==> src/rtl/bakraid_clk_pkg.sv <==
// Shared definitions for the Bakraid clock-tree enable monitors.
package bakraid_clk_pkg;

  typedef enum logic [0:0] {
    IDLE = 1'b0,
    RUN  = 1'b1
  } mon_state_e;

  // 1 ms of CLK96
  localparam int DEFAULT_WINDOW = 96000;

  // Expected pulses per 1 ms window for each generated enable
  localparam logic [15:0] EXP_CNT_6M75   = 16'd6750;
  localparam logic [15:0] EXP_CNT_13M5   = 16'd13500;
  localparam logic [15:0] EXP_CNT_5M333  = 16'd5333;
  localparam logic [15:0] EXP_CNT_16M934 = 16'd16934;

endpackage

==> src/rtl/bakraid_cen_gap.sv <==
// CEN-to-CEN gap tracker: saturating gap counter, arm flag and per-window min/max.
module bakraid_cen_gap #(
  parameter int GW = 8
) (
  input  logic          clk,
  input  logic          rst_n,
  input  logic          clear,
  input  logic          run,
  input  logic          cen,
  input  logic          restart,
  output logic [GW-1:0] min_gap,
  output logic [GW-1:0] max_gap
);

  localparam logic [GW-1:0] ONES = '1;

  logic [GW-1:0] gap_q;
  logic [GW-1:0] min_q;
  logic [GW-1:0] max_q;
  logic [GW-1:0] min_nxt;
  logic [GW-1:0] max_nxt;
  logic [1:0]    ngap_q;
  logic [1:0]    ngap_nxt;
  logic          armed_q;
  logic          hit;

  // Min/max including this cycle's gap, so the top can latch on the last window cycle
  always_comb begin
    hit      = run & cen & armed_q;
    min_nxt  = (hit && (gap_q < min_q)) ? gap_q : min_q;
    max_nxt  = (hit && (gap_q > max_q)) ? gap_q : max_q;
    ngap_nxt = (hit && (ngap_q != 2'd2)) ? ngap_q + 2'd1 : ngap_q;
    min_gap  = (ngap_nxt == 2'd2) ? min_nxt : ONES;
    max_gap  = (ngap_nxt == 2'd2) ? max_nxt : '0;
  end

  always_ff @(posedge clk or negedge rst_n) begin
    if (!rst_n) begin
      gap_q   <= '0;
      armed_q <= 1'b0;
      min_q   <= ONES;
      max_q   <= '0;
      ngap_q  <= 2'd0;
    end else if (clear) begin
      gap_q   <= '0;
      armed_q <= 1'b0;
      min_q   <= ONES;
      max_q   <= '0;
      ngap_q  <= 2'd0;
    end else if (run) begin
      // Gap continuity deliberately survives the window restart
      if (cen) begin
        gap_q   <= GW'(1);
        armed_q <= 1'b1;
      end else if (gap_q != ONES) begin
        gap_q <= gap_q + GW'(1);
      end
      if (restart) begin
        min_q  <= ONES;
        max_q  <= '0;
        ngap_q <= 2'd0;
      end else begin
        min_q  <= min_nxt;
        max_q  <= max_nxt;
        ngap_q <= ngap_nxt;
      end
    end
  end

endmodule

==> src/rtl/bakraid_cen_monitor.sv <==
// Windowed rate / gap / overlap monitor for one fractional clock-enable strobe.
module bakraid_cen_monitor
  import bakraid_clk_pkg::*;
#(
  parameter int WINDOW = DEFAULT_WINDOW,
  parameter int CW     = 16,
  parameter int GW     = 8
) (
  input  logic          CLK96,
  input  logic          RESETn,
  input  logic          ENABLE,
  input  logic          CEN,
  input  logic          CENB,
  input  logic [CW-1:0] EXP_COUNT,
  input  logic [7:0]    TOL,
  output logic [CW-1:0] COUNT,
  output logic [GW-1:0] MIN_GAP,
  output logic [GW-1:0] MAX_GAP,
  output logic          VALID,
  output logic          RATE_OK,
  output logic          OVERLAP
);

  localparam int            WCW  = $clog2(WINDOW);
  localparam logic [WCW-1:0] LAST = WCW'(WINDOW - 1);

  mon_state_e    state_q;
  logic [WCW-1:0] win_q;
  logic [CW-1:0]  pulse_q;
  logic [CW-1:0]  pulse_nxt;
  logic [GW-1:0]  gmin;
  logic [GW-1:0]  gmax;
  logic           enter;
  logic           run;
  logic           last;

  function automatic logic [CW-1:0] sat_inc(input logic [CW-1:0] v);
    return (v == '1) ? v : v + CW'(1);
  endfunction

  // Difference is CW+1 bits signed so |count - expected| never wraps
  function automatic logic within_tol(input logic [CW-1:0] cnt,
                                      input logic [CW-1:0] expv,
                                      input logic [7:0]    tol);
    logic signed [CW:0] d;
    logic [CW:0]        mag;
    d   = $signed({1'b0, cnt}) - $signed({1'b0, expv});
    mag = d[CW] ? $unsigned(-d) : $unsigned(d);
    return ({8'd0, mag} <= {{(CW+1){1'b0}}, tol});
  endfunction

  always_comb begin
    enter     = (state_q == IDLE) && ENABLE;
    run       = (state_q == RUN) && ENABLE;
    last      = run && (win_q == LAST);
    pulse_nxt = CEN ? sat_inc(pulse_q) : pulse_q;
  end

  bakraid_cen_gap #(
    .GW (GW)
  ) u_gap (
    .clk     (CLK96),
    .rst_n   (RESETn),
    .clear   (enter),
    .run     (run),
    .cen     (CEN),
    .restart (last),
    .min_gap (gmin),
    .max_gap (gmax)
  );

  always_ff @(posedge CLK96 or negedge RESETn) begin
    if (!RESETn) begin
      state_q <= IDLE;
      win_q   <= '0;
      pulse_q <= '0;
      COUNT   <= '0;
      MIN_GAP <= '1;
      MAX_GAP <= '0;
      VALID   <= 1'b0;
      RATE_OK <= 1'b0;
      OVERLAP <= 1'b0;
    end else begin
      VALID   <= 1'b0;
      state_q <= ENABLE ? RUN : IDLE;
      if (enter)
        OVERLAP <= 1'b0;
      else if ((state_q == RUN) && CEN && CENB)
        OVERLAP <= 1'b1;
      // Dropping ENABLE, even on the last cycle, discards the window
      if (run) begin
        if (last) begin
          win_q   <= '0;
          pulse_q <= '0;
          COUNT   <= pulse_nxt;
          MIN_GAP <= gmin;
          MAX_GAP <= gmax;
          RATE_OK <= within_tol(pulse_nxt, EXP_COUNT, TOL);
          VALID   <= 1'b1;
        end else begin
          win_q   <= win_q + WCW'(1);
          pulse_q <= pulse_nxt;
        end
      end else begin
        win_q   <= '0;
        pulse_q <= '0;
      end
    end
  end

endmodule

==> config.mk <==
export PLATFORM = sky130hd
export DESIGN_NAME = bakraid_cen_monitor
export DESIGN_NICKNAME = d
export VERILOG_FILES = /design/src/rtl/bakraid_clk_pkg.sv /design/src/rtl/bakraid_cen_gap.sv /design/src/rtl/bakraid_cen_monitor.sv
export SDC_FILE = /design/constraint.sdc
export NUM_CORES = 1
export LEC_CHECK = 0
export CAP_MARGIN = 20
export CORE_ASPECT_RATIO = 1.75
export CORE_UTILIZATION = 40
export CTS_CLUSTER_SIZE = 28
export DETAILED_ROUTE_END_ITERATION = 7
export SYNTH_ARGS = -nofsm -noshare
export SYNTH_HDL_FRONTEND = slang
export SYNTH_SLANG_ARGS = --single-unit
==> constraint.sdc <==
create_clock -name CLK96 -period 16.6 [get_ports CLK96]
set_input_delay 4.98 -clock CLK96 [delete_from_list [all_inputs] [get_ports CLK96]]
set_output_delay 4.98 -clock CLK96 [all_outputs]
set_load 0.01 [all_outputs]
Word-level counts from Yosys, hierarchy flattened
Index checks and enable logic that the tools add are counted.
{ "totals": {"ff_bits": 96, "output_inout_bits": 35} }
{ "classes": {"add_sub_neg": 6, "n_lt_le_gt_ge": 3, "eq_ne": 5, "n_mux": 33, "n_bitwise": 3, "reduce_logical": 15} }
{ "op_table": {"columns": ["cell", "n"], "rows": [
  ["$mux W8", 14],
  ["$mux W16", 4],
  ["$mux W17", 3],
  ["$add A17 B1 Y17 const B", 1],
  ["$eq A17 B17 Y1 const B", 1],
  ["$le A17 B8 Y1", 1],
  ["$neg A17 Y17", 1],
  ["$sub A16 B16 Y17", 1],
  ["$add A16 B1 Y16 const B", 1],
  ["$eq A16 B16 Y1 const B", 1],
  ["$add A8 B1 Y8 const B", 1],
  ["$gt A8 B8 Y1", 1],
  ["$logic_and A1 B1 Y1", 8],
  ["$lt A8 B8 Y1", 1],
  ["$mux W1", 8],
  ["$mux W2", 4],
  ["$ne A8 B8 Y1 const B", 1],
  ["$reduce_and A2 Y1", 3],
  ["$reduce_bool A2 Y1", 3],
  ["$reduce_bool A3 Y1", 1],
  ["$add A2 B1 Y2 const B", 1],
  ["$and A1 B1 Y1", 2],
  ["$eq A2 B2 Y1 const B", 1],
  ["$ne A2 B2 Y1 const B", 1],
  ["$not A1 Y1", 1]
]} }

Longest topological paths before layout
{ "depth": {"word_depth": 8, "ltp_mapped": 32, "mapped_depth_nobuf": 28} }

Modules after synthesis
Synthesis repeated with hierarchy kept, for this count alone.
{ "hier_totals": {"cells_unflattened": 749, "hier_area_um2": 6447.4} }
{ "by_module_without_submodules": {"columns": ["module", "n_inst", "cells_per_inst", "area_per_inst_um2", "seq_area_each_um2"], "rows": [
  ["bakraid_cen_monitor", 1, 557, 4623.2, 1736.7],
  ["bakraid_cen_gap", 1, 192, 1824.2, 685.7]
]} }

Worst setup path after synthesis
OpenSTA, ideal clock, no wires.
{ "synth_timing": {"path_kind": "input port to flip-flop", "startpoint": "input port CEN", "endpoint": "register RATE_OK", "t_arrival_ns": 9.278, "slack_ns": 7.236, "cell_stages": 26, "path_buffers": 4, "path_cell_list": "and2_1 -> buf_1 -> and4_1 -> clkbuf_1 -> nand3_1 -> xor2_1 -> inv_1 -> ha_1 -> buf_6 -> a2111oi_4 -> a21oi_2 -> a311oi_2 -> a21oi_1 -> a211o_1 -> buf_2 -> nor2_1 -> xnor2_1 -> ha_1 -> a21oi_1 -> nor2b_1 -> o21ai_0 -> a21oi_1 -> o22ai_1 -> o311a_1 -> a31oi_1 -> nor3_1"} }
{ "synth_via": {"elab_chain_len": 5} }
{ "synth_rtl": {"columns": ["element", "line_no", "rtl"], "rows": [
  ["start, declared", "bakraid_cen_monitor.sv:12", "input logic CEN,"],
  ["$mux W16 *", "bakraid_cen_monitor.sv:56", "pulse_nxt = CEN ? sat_inc(pulse_q) : pulse_q;"],
  ["via pulse_nxt[7]", "bakraid_cen_monitor.sv:30", "logic [CW-1:0] pulse_nxt;"],
  ["$sub A16 B16 Y17 *", "bakraid_cen_monitor.sv:47", "d = $signed({1'b0, cnt}) - $signed({1'b0, expv});"],
  ["$neg A17 Y17", "bakraid_cen_monitor.sv:48", "mag = d[CW] ? $unsigned(-d) : $unsigned(d);"],
  ["$mux W17 *", "bakraid_cen_monitor.sv:48", null],
  ["$le A17 B8 Y1 *", "bakraid_cen_monitor.sv:49", "return ({8'd0, mag} <= {{(CW+1){1'b0}}, tol});"],
  ["end signal, assigned", "bakraid_cen_monitor.sv:98", "RATE_OK <= within_tol(pulse_nxt, EXP_COUNT, TOL);"],
  ["end, declared", "bakraid_cen_monitor.sv:20", "output logic RATE_OK,"]
]} }
Mark *: on every way through the listed nets, which the timed path passes. The rest lies on a longest branch.
A chain may end at the register's enable or synchronous reset.

Worst setup path in the final report
Same ends and word-level chain as after synthesis.

==> impl_metrics.toml <==
[timing]
fmax_mhz = 98.7
fin_crit_sh_pct = 61.1
finClkSkew_ns = 0.00578
layout_min_cycle_time_ns = 10.14
maxSlewViolCount = 0
grt_setup_unrepaired = "false"
setup_viol = 0
fin_tns_setup_ns = 0
hold_viol = 0
relSlewSlack_pct = 49.8
tightest_slew_ns = 0.753

[layout]
fill_cells = 1445
area_growth_pct = 17.4
fin_nets = 815
stdcell_count = 929
most-common-layout-cells = "80 x dfrtp_1, 75 x nor2_1, 67 x nand2_1"
regArea_sq_um = 2420
final_area_sq_um = 7170
drive_gt1_share_pct = 6.84
layout_commonest_cell = "dfrtp_1"
multiInputGateArea_sq_um = 3350
diodes = 0

[clocking]
cts_sinks = 96
clkLatencyLatePin_ns = 0.34
h-tree-depth = 3
cts_setup_buffers = 0
numCtsBuffers = 9
ctsRootBufferMaster = "clkbuf_16"
clkTransAtPathRegs_ns = 0.07
cts_resized = 0
tritoncts = "built"
clock_path_buffers = 2
hold_buffers = 0

[worst_hold_path]
hp-class = "reg2reg"
hold_start = "COUNT[13]$_DFFE_PN0P_"

[power_and_ir_drop]
clockPowerShare_pct = 38.4
p_int_uw = 366
power.switching_uw = 127
p_comb_share_pct = 12.8
power_uw = 493
ir_drop_mv = 0.0439
switching_share_pct = 25.8
power.leakage_nw = 3.36
p_per_area_nw_per_um2 = 68.8
seq_power_share_pct = 48.8

[critical_path]
worstSetupEndpointType = "register"
cp_cell_sequence = "clkdlybuf4s50_1 > and2_1 > and4_1 > nand3_1 > xor2_1 > inv_1 > ha_1 > a2111oi_4 > a21oi_2 > a311oi_2 > a21oi_1 > a211oi_2 > o21ai_0 > xnor2_1 > ha_1 > nand4_1 > nor2_1 > nor4_1 > a21oi_1 > o22ai_1 > o311a_1 > a31oi_1 > nor3_1"
cp_data_arrival_time_ns = 10.39
cp_max_fo = 10
critPathRequiredTime_ns = 16.86
max_stage_delay_ns = 0.61
slowest_stage = "clkdlybuf4s50_1"
r2r-start = "pulse_q[4]$_DFF_PN0_"
cp-startpoint = "CEN"
critPathLaunchType = "input pin"
worstSetupPathType = "in2reg"

[placed_design]
place_inst = 913
dp_hpwl_mm = 11.8
portBuffers = 63
gp_congestion = 0.931
place_area_sq_um = 6900

[synthesis]
syn_inst = 686
syn_area_per_cell_sq_um = 8.90
ys_seq_elements = 96
yosysUniqueCellTypes = 65
synth_nets = 760
ys_seq_area_share_pct = 39.7
synth-main-ff-cell = "dfrtp_1"
ys_async_sr_fraction_pct = 100
synth_area_sq_um = 6110
ys_warn_count = 0
synth-edff-count = 0

[floorplan]
core_area_sq_um = 14900
fp.dieW_microns = 95.4
start_util_pct = 41.0
io_pins = 64
dieArea_sq_um = 15800
die_h_microns = 165
rows = 59

[route]
avgRoutedWirePerCell_microns = 16.1
dr.pass1.iters = 5
vias = 5059
via_per_inst = 5.45
wirelength_mm = 15.0
drc_errors = 0
drt_iter0_markers = 218
ant_nets = 0

[grt]
grt_pass1_wl_mm = 24.6
overflow = 0
antenna_found_initial = 0
grt_max_degree = 60
grt_pass1_vias = 5249
track_usage_pct = 20.1

[run_status]
status = "finished, final reports clean"

[job]
max-cap-violations = 0
-- power by group through the flow --
stage	Sequential [mW]	Clock [mW]	Combinational (mW)
after floorplan	0.244	0	0.0406
after global placement	0.245	0	0.0614
after detailed placement	0.245	0	0.0636
after CTS	0.241	0.194	0.0638
after global routing	0.241	0.203	0.0711
final	0.241	0.190	0.0631
-- critical path, delay by kind of cell --
kind / cells / cell delay, ns
AND/OR/NAND/NOR: 7 / 1.24
XOR/XNOR: 2 / 0.40
AO/OA/AOI/OAI: 10 / 2.37
adder cells (fa/ha/maj): 2 / 0.71
buffers and inverters: 2 / 0.68
-- synthesized netlist by cell type, drive strengths merged (2+ instances only) --
library cell | count | area [sq um]
or2 | 6 | 37.5
a21oi | 34 | 174
and2b | 2 | 15.0
o21a | 6 | 45.0
nor4b | 2 | 17.5
nand2b | 5 | 31.3
o211ai | 2 | 20.0
and3 | 10 | 62.6
o31ai | 2 | 15.0
xnor2 | 23 | 201
clkbuf | 17 | 63.8
nand4 | 16 | 100
a211o | 2 | 17.5
a21boi | 5 | 37.5
nor3 | 8 | 45.0
o22a | 8 | 70.1
xor2 | 24 | 210
a211oi | 8 | 65.1
dfstp | 16 | 420
nor2b | 6 | 37.5
nand3 | 24 | 120
o22ai | 3 | 18.8
a221o | 2 | 20.0
and2 | 13 | 81.3
nor2 | 75 | 282
a31oi | 3 | 18.8
o21ai | 43 | 215
nor3b | 4 | 35.0
or3 | 3 | 18.8
mux2i | 20 | 200
a21o | 4 | 30.0
inv | 63 | 236
a311oi | 2 | 23.8
buf | 7 | 37.5
mux2 | 2 | 22.5
dfrtp | 80 | 2000
nand2 | 67 | 251
and4 | 2 | 17.5
a22o | 9 | 78.8
ha | 44 | 551
-- layout make-up --
type                       instances  area share (%)
clock buffer                      11            3.25
clock inverter                     5           0.471
inverter                          63            3.30
multi-input combinational        503            46.7
sequential                        96            33.8
tap                              183            3.19
timing repair buffer              68            9.29
-- stage by stage --
step                hold WS, ns  util, %  worst slack [ns]
floorplan                 0.448        -              7.24
global placement          0.470     46.3              6.27
detailed placement        0.474     46.3              6.13
CTS                       0.489     48.1              6.47
global route              0.517     48.1              6.02
finish                    0.482     48.1              6.46
-- metal layers --
| layer | up-vias | track usage, % | routed length [microns] |
|---|---|---|---|
| met4 | 0 | 6.45 | 286 |
| met2 | 105 | 39.9 | 8510 |
| met3 | 18 | 2.79 | 511 |
| met5 | - | 0 | 0 |
| li1 | 2481 | - | - |
| met1 | 2455 | 20.9 | 5680 |
-- logic make-up (layout without fill, tap and decap cells) --
family,count (synthesis),in the layout,share of synthesized area (%)
multiplexers,22,22,3.65
AO/OA/AOI/OAI,143,143,15.8
AND/OR/NAND/NOR,246,246,19.3
XOR/XNOR,47,47,6.74
flip-flops,96,96,39.7
adder cells (fa/ha/maj),45,45,9.34
buffers and inverters,87,147,5.53
-- path summary, 6_finish.rpt --
path | end | slack, ns | depth (start not counted)
max reg2reg | RATE_OK$_DFFE_PN0P_ | 10.51 | 27
min reg2reg | COUNT[13]$_DFFE_PN0P_ | 0.48 | 2
max in group asynchronous | pulse_q[10]$_DFF_PN0_ | 10.86 | 2
max | RATE_OK$_DFFE_PN0P_ | 6.46 | 23
min in group asynchronous | u_gap.gap_q[6]$_DFFE_PN0P_ | 4.60 | 1
min | COUNT[13]$_DFFE_PN0P_ | 0.48 | 2
-- sequential cells by signal, indices dropped and copies added (netlist names) --
signal	flops
VALID	1
u_gap.ngap_q	2
u_gap.gap_q	8
u_gap.min_q	8
RATE_OK	1
u_gap.armed_q	1
MAX_GAP	8
pulse_q	16
MIN_GAP	8
win_q	17
OVERLAP	1
state_q	1
u_gap.max_q	8
COUNT	16
No activity file was read; power rests on OpenSTA's default activity.
